==> src/rtl/sr_div.sv <==
// Sequential restoring divider: 10-bit unsigned dividend by 5-bit unsigned divisor.
// One quotient bit per clock in CALC, with a single-cycle DONE pulse and a short path for divide-by-zero.
module sr_div (
    input  logic       clk,
    input  logic       reset,
    input  logic       start,
    input  logic [9:0] dividend,
    input  logic [4:0] divisor,
    output logic       busy,
    output logic       done,
    output logic       dz,
    output logic [9:0] quotient,
    output logic [4:0] remainder
);

    typedef enum logic [1:0] {
        ST_IDLE = 2'd0,
        ST_CALC = 2'd1,
        ST_DONE = 2'd2
    } state_t;

    state_t     state_q, state_d;
    logic [9:0] q_q, q_d;
    logic [4:0] d_q, d_d;
    logic [5:0] r_q, r_d;
    logic [3:0] cnt_q, cnt_d;
    logic       dz_q, dz_d;
    logic [9:0] quot_q, quot_d;
    logic [4:0] rem_q, rem_d;

    logic [5:0] r_shift_s;
    logic [6:0] trial_s;
    logic       trial_ok_s;
    logic [5:0] r_step_s;
    logic [9:0] q_step_s;
    logic       unused_r_msb_s;

    // R stays below the divisor between steps, so its top bit never carries into the shift.
    assign unused_r_msb_s = r_q[5];

    // One restoring step; the extra borrow bit of the trial gives the sign.
    always_comb begin
        r_shift_s  = {r_q[4:0], q_q[9]};
        trial_s    = {1'b0, r_shift_s} - {2'b00, d_q};
        trial_ok_s = ~trial_s[6];
        if (trial_ok_s) begin
            r_step_s = trial_s[5:0];
        end else begin
            r_step_s = r_shift_s;
        end
        q_step_s = {q_q[8:0], trial_ok_s};
    end

    // Next-state and datapath update for the three-state controller.
    always_comb begin
        state_d = state_q;
        q_d     = q_q;
        d_d     = d_q;
        r_d     = r_q;
        cnt_d   = cnt_q;
        dz_d    = dz_q;
        quot_d  = quot_q;
        rem_d   = rem_q;
        case (state_q)
            ST_IDLE: begin
                if (start) begin
                    q_d   = dividend;
                    d_d   = divisor;
                    r_d   = 6'd0;
                    cnt_d = 4'd0;
                    if (divisor == 5'd0) begin
                        dz_d    = 1'b1;
                        quot_d  = 10'h3FF;
                        rem_d   = dividend[4:0];
                        state_d = ST_DONE;
                    end else begin
                        dz_d    = 1'b0;
                        state_d = ST_CALC;
                    end
                end else begin
                    state_d = ST_IDLE;
                end
            end
            ST_CALC: begin
                q_d   = q_step_s;
                r_d   = r_step_s;
                cnt_d = cnt_q + 4'd1;
                if (cnt_q == 4'd9) begin
                    quot_d  = q_step_s;
                    rem_d   = r_step_s[4:0];
                    state_d = ST_DONE;
                end else begin
                    state_d = ST_CALC;
                end
            end
            ST_DONE: begin
                state_d = ST_IDLE;
            end
            default: begin
                state_d = ST_IDLE;
            end
        endcase
    end

    // State and datapath registers; reset clears everything including held results.
    always_ff @(posedge clk or negedge reset) begin
        if (!reset) begin
            state_q <= ST_IDLE;
            q_q     <= 10'd0;
            d_q     <= 5'd0;
            r_q     <= 6'd0;
            cnt_q   <= 4'd0;
            dz_q    <= 1'b0;
            quot_q  <= 10'd0;
            rem_q   <= 5'd0;
        end else begin
            state_q <= state_d;
            q_q     <= q_d;
            d_q     <= d_d;
            r_q     <= r_d;
            cnt_q   <= cnt_d;
            dz_q    <= dz_d;
            quot_q  <= quot_d;
            rem_q   <= rem_d;
        end
    end

    assign busy      = (state_q == ST_CALC);
    assign done      = (state_q == ST_DONE);
    assign dz        = dz_q;
    assign quotient  = quot_q;
    assign remainder = rem_q;

endmodule

==> config.mk <==
export PLATFORM = sky130hd
export DESIGN_NAME = sr_div
export DESIGN_NICKNAME = d
export VERILOG_FILES = /design/src/rtl/sr_div.sv
export SDC_FILE = /design/constraint.sdc
export NUM_CORES = 1
export LEC_CHECK = 0
export ABC_AREA = 1
export CAP_MARGIN = 25
export CORE_MARGIN = 2
export CORE_UTILIZATION = 30
export CTS_BUF_LIST = sky130_fd_sc_hd__clkbuf_2 sky130_fd_sc_hd__clkbuf_4 sky130_fd_sc_hd__clkbuf_8
export DETAILED_ROUTE_END_ITERATION = 6
export GPL_TIMING_DRIVEN = 1
export PLACE_DENSITY_LB_ADDON = 0.25
export SLEW_MARGIN = 20
export SYNTH_ARGS = -nofsm -noshare
export SYNTH_HDL_FRONTEND = slang
export SYNTH_SLANG_ARGS = --single-unit
export TNS_END_PERCENT = 30
==> constraint.sdc <==
create_clock -name clk -period 2.4 [get_ports clk]
set_input_delay 0.24 -clock clk [delete_from_list [all_inputs] [get_ports clk]]
set_output_delay 0.24 -clock clk [all_outputs]
set_load 0.02 [all_outputs]
==> impl_metrics.tcl <==
set metrics [dict create \
    fin_skew_ns 0.00506 \
    yosys_most_used_dff "sky130_fd_sc_hd__dfrtp_1" \
    antenna_found_initial 0 \
    setup_viol_count_final 0 \
    design.portCount 36 \
    totalNegativeSetupSlack_ns 0 \
    synth_top_cell_area_share_pct 49.9 \
    clock_latency_ns 0.30 \
    synth_warnings 0 \
    power.static_leakage_nw 1.26 \
    postLayoutSetupSlackWorst_ns 0.404 \
    synth_xor_area_share_pct 0.416 \
    slew_violations 0 \
    synth_edf_count 0 \
    placed_area_sq_um 2540 \
    synth-async-reset-ratio_pct 100 \
    critPathSlowestCell "sky130_fd_sc_hd__fa_1" \
    post_cts_resized 0 \
    synth_area_leader_cell "sky130_fd_sc_hd__dfrtp_1" \
    post_drt_via_cell_ratio 4.49 \
    synth_compound_gate_area_share_pct 13.2 \
    drt.antenna.violating_nets 0 \
    layout.cells.most_common_list "sky130_fd_sc_hd__nand2_1 (47), sky130_fd_sc_hd__dfrtp_1 (42), sky130_fd_sc_hd__inv_1 (37), sky130_fd_sc_hd__clkdlybuf4s50_1 (34), sky130_fd_sc_hd__nand3_1 (20)" \
    gpl_wtd_cong 0.796 \
    drt-pass1-iter-count 4 \
    worstPathRequired_ns 2.64 \
    core_sq_um 6790 \
    die-width_um 87.8 \
    crit_path_cell_trace "inv_1 -> ha_1 -> fa_1 -> inv_1 -> nand3_1 -> nand3_1 -> nand3_1 -> nand3_1 -> nand2_1 -> inv_1" \
    timing.final.crit_share_pct 83.2 \
    chipHeight_um 87.8 \
    synthesis.instances 244 \
    switchingPower_mw 1.61 \
    pwr-share-seq_pct 33.7 \
    tritoncts "yes" \
    run_status "finished, final reports clean" \
    routedWlPerCell_um 13.0 \
    wire_length_of_the_first_global_routing_pass_mm 8.25 \
    drtIter0Drc 124 \
    initial_utilization_pct 31.0 \
    timing.critical_path.fanout_max 6 \
    synthMuxAreaShare_pct 0.475 \
    synthesis.area_per_instance_sq_um 8.63 \
    worst_setup_path_end_kind "flip-flop" \
    cts-root-to-sink-buffers 2 \
    comb_power_share_pct 53.2 \
    detail_route.drc_violations 0 \
    core.rowCount 30 \
    power_per_cell_area_nw_per_um2 1380 \
    grt_pass1_vias 1812 \
    design_area_sq_um 2670 \
    final_antenna_diode_count 0 \
    fin_util_pct 39.3 \
    p_sw_share_pct 43.6 \
    power_frac_clock_pct 13.1 \
    critical_path_class "reg2reg" \
    critical_path.max_stage_delay_ns 0.42 \
    gr-usage-all-layers_pct 13.9 \
    via_count 1706 \
    post_synth_simple_gate_area_pct 21.7 \
    synth_area_sq_um 2110 \
    hold_path_class "in2async" \
    share_of_the_yosys_chip_area_belonging_to_registers_pct 49.9 \
    max_slew.worst_pin.slew_ns 0.408 \
    dp_hpwl_mm 3.55 \
    timing.max_slew.rel_slack_pct 72.7 \
    syn2layout_area_growth_pct 26.7 \
    htree_num_levels 2 \
    dp_slack_ns 0.434 \
    period_minus_slack_ns 2.00 \
    dominant_combinational_cell_family_by_area_after_synthesis "simple AND/OR/NAND/NOR gates" \
    ys_ff_latch 42 \
    fp.dieArea_sq_um 7710 \
    max-vdd-ir-drop_uv 376 \
    layout_commonest_cell "sky130_fd_sc_hd__nand2_1" \
    cp-start-kind "flip-flop" \
    grt_remaining_overflow 0 \
    whs_ns 0.333 \
    final_nets 309 \
    hold_viol_final 0 \
    numPortBuffers 35 \
    drive_above_1_share_pct 7.75 \
    cts_made_buffers 5 \
    grt_setup_unrepaired "no" \
    critPathMostFrequentCell "sky130_fd_sc_hd__nand3_1" \
    timing.reg2reg.worst_path_depth 10 \
    clock.fmax_ghz 0.501 \
    syn-num-nets 270 \
    drt-total-wl_mm 4.95 \
    cell_internal_pwr_mw 2.08 \
    worst_setup_hold_path_clk_slew_ns 0.08 \
    max_cap_violations 0 \
    yosysUniqueCellTypes 30 \
    crit-reg2reg-launch "q_q[9]" \
    worst_setup_sp "q_q[9]" \
    grt_start_max_net_pins 43 \
    synth.top_cells.by_area "sky130_fd_sc_hd__dfrtp_1 (50%), sky130_fd_sc_hd__nand2_1 (8.4%), sky130_fd_sc_hd__inv_1 (6.6%)" \
    r2r_slack_ns 0.40 \
    critPathArrivalTime_ns 2.24 \
    post_synthesis_adder_cell_area_fraction_pct 5.11 \
    clock_sinks 42 \
    root_buffer "sky130_fd_sc_hd__clkbuf_8" \
]
logic make-up after synthesis:
logic type | Yosys count
AO/OA/AOI/OAI | 47
XOR/XNOR | 1
adder cells (fa/ha/maj) | 8
buffers and inverters | 47
flip-flops | 42
multiplexers | 1
AND/OR/NAND/NOR | 98
Yosys cell counts (2+ instances only):
cell,number
sky130_fd_sc_hd__o211ai_1,3
sky130_fd_sc_hd__buf_2,4
sky130_fd_sc_hd__o22a_1,3
sky130_fd_sc_hd__a31oi_1,5
sky130_fd_sc_hd__nand2_2,2
sky130_fd_sc_hd__inv_2,3
sky130_fd_sc_hd__dfrtp_1,42
sky130_fd_sc_hd__a21oi_1,9
sky130_fd_sc_hd__o21ai_0,19
sky130_fd_sc_hd__or2_1,4
sky130_fd_sc_hd__o22ai_1,2
sky130_fd_sc_hd__inv_1,37
sky130_fd_sc_hd__nand4_1,7
sky130_fd_sc_hd__ha_1,7
sky130_fd_sc_hd__nand3_1,20
sky130_fd_sc_hd__a21boi_0,3
sky130_fd_sc_hd__nor2_4,3
sky130_fd_sc_hd__nor2_1,13
sky130_fd_sc_hd__nand2_1,47
layer usage:
metal,routed length (um),vias up,global-route usage [%]
li1,-,871,-
met1,2360,803,17.9
met2,2340,25,22.5
met3,157,7,2.92
met4,93,0,6.57
met5,0,-,0
flip-flops by register name, summed over array words and instances, names as in the netlist:
register / count
quotient: 10
d_q: 5
dz: 1
q_q: 10
state_q: 2
cnt_q: 4
r_q: 5
remainder: 5
cell type report:
class | count | area (sq um)
Clock buffer | 7 | 90.1
Clock inverter | 1 | 5.00
Fill cell | 680 | 4130
Inverter | 40 | 150
Multi-Input combinational cell | 155 | 862
Sequential cell | 42 | 1050
Tap cell | 96 | 120
Timing Repair Buffer | 39 | 390
repair_timing:
action / in CTS / in global routing
hold endpoints to repair: 0 / 9
hold buffers: 0 / 1
setup buffers: 0 / 0
power by group through the flow:
stage,Sequential [mW],Combinational (mW),Clock (mW)
finish,1.24,1.96,0.484
floorplan,1.36,1.22,0
CTS,1.25,1.97,0.507
global placement,1.25,1.94,0
detailed placement,1.26,1.97,0
global route,1.29,2.24,0.542
stage by stage:
stage          instances  power (mW)
6_report             380        3.69
5_1_grt              380        4.07
2_1_floorplan        244        2.57
3_5_place_dp         370        3.22
3_3_place_gp         370        3.19
4_1_cts              378        3.73
worst paths after layout:
path                                     end
min in group clk                    cnt_q[3]
max in group asynchronous        quotient[1]
worst min register to register      cnt_q[3]
worst min-delay path                  d_q[2]
worst max-delay path            remainder[1]
worst max register to register  remainder[1]
worst max-delay path, delay by kind of cell, from the launching register on:
kind	cells	cell delay [ns]
adder cells (fa/ha/maj)	2	0.64
buffers and inverters	3	0.20
flip-flops	1	0.35
AND/OR/NAND/NOR	5	0.74
Power figures use the tool's default switching activity.
